--- src/rtl/demux2_16bit_stream_pkg.sv ---
// Shared constants for the 1-to-2 word demultiplexer: default word width
// and the channel index encoding used for in_sel.
package demux2_16bit_stream_pkg;

  localparam int DEF_WIDTH = 16;
  localparam int DEF_CNT_W = 16;

  localparam logic CH0 = 1'b0;
  localparam logic CH1 = 1'b1;

endpackage

--- src/rtl/demux2_16bit_stream_slot.sv ---
// One-entry output register slice with a saturating delivered-word counter.
// A load in the same cycle as an unload refills the slot, giving full throughput.
module demux_slot #(
  parameter int WIDTH = 16,
  parameter int CNT_W = 16
) (
  input  logic             clk,
  input  logic             rst_n,
  input  logic             load,
  input  logic [WIDTH-1:0] load_data,
  input  logic             out_ready,
  input  logic             clr_cnt,
  output logic [WIDTH-1:0] data,
  output logic             full,
  output logic [CNT_W-1:0] cnt
);

  logic unload;

  assign unload = full & out_ready;

  always_ff @(posedge clk or negedge rst_n) begin
    if (!rst_n) begin
      data <= '0;
      full <= 1'b0;
    end else if (load) begin
      data <= load_data;
      full <= 1'b1;
    end else if (unload) begin
      full <= 1'b0;
    end
  end

  // Clear wins over a same-cycle delivery; the count sticks at all-ones.
  always_ff @(posedge clk or negedge rst_n) begin
    if (!rst_n) begin
      cnt <= '0;
    end else if (clr_cnt) begin
      cnt <= '0;
    end else if (unload && (cnt != {CNT_W{1'b1}})) begin
      cnt <= cnt + CNT_W'(1);
    end
  end

endmodule

--- src/rtl/demux2_16bit_stream.sv ---
// Registered 1-to-2 word demultiplexer: steers each accepted input word to one
// of two one-entry output slots selected by in_sel.
module demux2_16bit_stream
  import demux2_16bit_stream_pkg::*;
#(
  parameter int WIDTH = DEF_WIDTH,
  parameter int CNT_W = DEF_CNT_W
) (
  input  logic             clk,
  input  logic             rst_n,
  input  logic [WIDTH-1:0] in_data,
  input  logic             in_sel,
  input  logic             in_valid,
  output logic             in_ready,
  output logic [WIDTH-1:0] out0_data,
  output logic             out0_valid,
  input  logic             out0_ready,
  output logic [WIDTH-1:0] out1_data,
  output logic             out1_valid,
  input  logic             out1_ready,
  output logic [CNT_W-1:0] cnt0,
  output logic [CNT_W-1:0] cnt1,
  input  logic             clr_cnt
);

  logic in_fire;
  logic load0;
  logic load1;

  // Readiness looks only at the selected slot, so a stalled channel blocks
  // just the words aimed at it (head-of-line blocking is intended).
  assign in_ready = (in_sel == CH1) ? (~out1_valid | out1_ready)
                                    : (~out0_valid | out0_ready);

  assign in_fire = in_valid & in_ready;
  assign load0   = in_fire & (in_sel == CH0);
  assign load1   = in_fire & (in_sel == CH1);

  demux_slot #(.WIDTH(WIDTH), .CNT_W(CNT_W)) u_slot0 (
    .clk       (clk),
    .rst_n     (rst_n),
    .load      (load0),
    .load_data (in_data),
    .out_ready (out0_ready),
    .clr_cnt   (clr_cnt),
    .data      (out0_data),
    .full      (out0_valid),
    .cnt       (cnt0)
  );

  demux_slot #(.WIDTH(WIDTH), .CNT_W(CNT_W)) u_slot1 (
    .clk       (clk),
    .rst_n     (rst_n),
    .load      (load1),
    .load_data (in_data),
    .out_ready (out1_ready),
    .clr_cnt   (clr_cnt),
    .data      (out1_data),
    .full      (out1_valid),
    .cnt       (cnt1)
  );

endmodule

--- config.mk ---
export PLATFORM = sky130hd
export DESIGN_NAME = demux2_16bit_stream
export DESIGN_NICKNAME = d
export VERILOG_FILES = /design/src/rtl/demux2_16bit_stream_pkg.sv /design/src/rtl/demux2_16bit_stream_slot.sv /design/src/rtl/demux2_16bit_stream.sv
export SDC_FILE = /design/constraint.sdc
export NUM_CORES = 1
export LEC_CHECK = 0
export ABC_AREA = 1
export CORE_MARGIN = 2
export CORE_UTILIZATION = 49
export DETAILED_ROUTE_END_ITERATION = 16
export PLACE_DENSITY = 0.8
export SLEW_MARGIN = 20
export SYNTH_ARGS = -nofsm -noshare
export SYNTH_HDL_FRONTEND = slang
export SYNTH_SLANG_ARGS = --single-unit
--- constraint.sdc ---
create_clock -name clk -period 1.6 [get_ports clk]
set_clock_uncertainty 0.1 [all_clocks]
set_input_delay 0.24 -clock clk [delete_from_list [all_inputs] [get_ports clk]]
set_output_delay 0.24 -clock clk [all_outputs]
set_load 0.02 [all_outputs]
==> results.yml <==
detailed_routing:
  wirelength_mm: 8.71
  vias: 3347
  dr.pass1.iters: 4
  via_per_inst: 5.00
  drt_iter0_markers: 195
  post_drt_wl_per_cell_um: 13.0
  postRouteAntennaNets: 0
  drc: 0
cts:
  clockBufferDepth: 2
  clkLatencyLatePin_ns: 0.34
  clkSinkCount: 66
  root_buffer: "clkbuf_8"
  cts_tree: "built"
  cts_htree_levels: 3
  clk_pin_slew_ns: 0.07
  cts_buffers: 9
sta:
  setup_viol: 0
  rsz0062_at_grt: "true"
  fin_crit_sh_pct: 97.0
  hold_viol: 0
  worst_pin_slew_ns: 0.354
  timing.fmax_mhz: 644
  relSlewSlack_pct: 76.4
  timing.setup.tns_ns: 0
  min_period_ns: 1.55
  slew_violations: 0
finish:
  layout-drive-gt1-share_pct: 16.1
  fin_util_pct: 71.2
  num-nets-final: 593
  fin_cells: 669
  n_antenna_cell: 0
  stdcell_area_sq_um: 4840
  area_delta_synth_final_pct: 40.8
pwr:
  peakVddDrop_mv: 0.634
  power_frac_comb_pct: 19.1
  power.density_nw_per_um2: 835
  clkPwrFrac_pct: 34.3
  p_leak_nw: 2.50
  p_int_mw: 2.83
  power_switching_mw: 1.21
  seqPwrFrac_pct: 46.7
  power_mw: 4.04
  switching_share_pct: 30.0
die:
  ios: 90
  fp.dieW_um: 87.7
  start_util_pct: 50.6
  rows: 30
  core-area_sq_um: 6790
  die_area_sq_um: 7700
  die_h_um: 87.7
flow_run:
  max-cap-violations: 0
synth:
  avgSynthCellArea_sq_um: 7.64
  ys_ff_latch: 66
  synth-seq-area-share_pct: 48.1
  syn-num-nets: 475
  ys_types: 24
  netlist_instances: 450
  synth_area_sq_um: 3440
  ys_warn_count: 0
place:
  post-dp-hpwl_mm: 6.24
  dpl-instance-area_sq_um: 4570
  io_buffer_count: 89
  place_inst: 648
  routabilityCongestion: 0.855
setup_path:
  cp-end-kind: "register"
  critical_path_class: "register to register"
  cp.arrival_ns: 1.68
  critPathRequiredTime_ns: 1.73
  start_kind: "register"
  cp_max_fo: 5
grt:
  grt_max_degree: 67
  grt_overflow: 0
  grt_pass1_vias: 3168
  grt_pass1_wl_mm: 14.4
  antenna_found_initial: 0
  grt_usage_pct: 24.1
status:
  outcome: "completed"
min_path:
  hold_class: "input port to register"
==> worst max-delay path: stages, from the launching register on <==
cell	delay [ns]
dfrtp_1	0.41
ha_4	0.19
nand2_1	0.06
nor2_1	0.04
nand2_1	0.09
nor2_1	0.06
nor2_2	0.27
nor2_4	0.08
nand2_1	0.08
nand2_1	0.05
==> layout by cell type (no fill, tap or decap), types with 5 or more instances in the layout <==
cell	n
nand2_1	143
dlygate4sd2_1	61
dfrtp_1	54
inv_1	46
nand3_1	43
o21ai_0	41
nor2_1	32
buf_4	28
clkdlybuf4s50_1	20
dfrtp_2	12
xor2_1	11
clkbuf_8	9
nand2_2	8
nor2_4	8
nand4_1	8
nor2_2	8
o21ai_1	5
==> state kept, by name, summed over array words and instances, names as in the netlist <==
signal	cells
u_slot1.full	1
u_slot0.data	16
u_slot0.full	1
u_slot1.data	16
u_slot0.cnt	16
u_slot1.cnt	16
==> path summary, 6_finish.rpt <==
path,depth (start not counted),slack [ns],start,to
max in group asynchronous,3,0.75,rst_n,u_slot1.cnt[6]
setup / recovery,9,0.05,u_slot0.cnt[1],u_slot0.cnt[1]
hold reg to reg,2,0.38,u_slot1.data[7],u_slot1.data[7]
setup reg to reg,9,0.05,u_slot0.cnt[1],u_slot0.cnt[1]
hold / removal,4,0.17,out0_ready,u_slot0.full
min in group asynchronous,3,0.33,rst_n,u_slot0.cnt[3]
==> cell families after synthesis <==
| kind of cell | Yosys count | synth area share (%) |
|---|---|---|
| adder cells (fa/ha/maj) | 2 | 0.728 |
| XOR/XNOR | 13 | 3.31 |
| AO/OA/AOI/OAI | 51 | 7.54 |
| buffers and inverters | 59 | 6.99 |
| flip-flops | 66 | 48.1 |
| AND/OR/NAND/NOR | 259 | 33.4 |
==> cell usage after synthesis <==
library cell / count / area, sq um
xnor2_1: 2 / 17.5
inv_1: 47 / 176
nand3b_1: 4 / 30.0
o21ai_0: 42 / 210
nand2_1: 148 / 556
a21oi_1: 3 / 15.0
nor2_8: 1 / 20.0
nor2_1: 36 / 135
ha_1: 2 / 25.0
clkbuf_1: 6 / 22.5
nand3_2: 1 / 10.0
dfrtp_1: 66 / 1650
a31oi_1: 1 / 6.26
nand2_2: 4 / 25.0
o21bai_1: 1 / 7.51
buf_2: 3 / 15.0
nor2_2: 8 / 50.1
nor2_4: 4 / 45.0
o21ai_1: 4 / 20.0
inv_2: 1 / 3.75
xor2_1: 11 / 96.3
nand4_1: 8 / 50.1
buf_6: 2 / 22.5
nand3_1: 45 / 225
==> area by class of cell <==
type                       instances  area (sq um)
timing repair buffer             118          1040
fill                             576          1960
sequential                        66          1670
tap                               96           120
clock inverter                     7          70.1
clock buffer                       9           124
inverter                          48           180
multi-input combinational        325          1630
==> what timing repair did <==
item | in CTS | in global routing
hold buffers | 1 | 0
hold endpoints to repair | 66 | 0
gates resized for setup | 70 | 44
setup endpoints to repair | 69 | 35
buffers inserted | 0 | 4
pin swaps | 0 | 8
==> routing by layer <==
layer	up-vias	share of wire, %	GRT usage, %
met5	-	0	0
met4	0	1.5	10.2
met3	11	8.5	7.82
met2	117	48	39.1
met1	1551	42	29.7
li1	1668	-	-
==> power by group through the flow <==
stage | Combinational [mW] | Sequential [mW] | Clock (mW)
floorplan | 0.199 | 2.09 | 0
finish | 0.769 | 1.88 | 1.38
CTS | 0.772 | 1.88 | 1.42
global route | 0.840 | 1.90 | 1.50
global placement | 0.853 | 1.91 | 0
detailed placement | 0.870 | 1.91 | 0
==> per-stage QoR <==
| step | hold slack (ns) | worst slack, ns |
|---|---|---|
| after floorplan | -0.156 | 0.00470 |
| after global placement | 0.181 | -0.458 |
| after detailed placement | 0.187 | -0.448 |
| after CTS | 0.345 | -0.162 |
| after global routing | 0.163 | -0.0522 |
| final | 0.168 | 0.0473 |
(Power assumes the default switching activity.)
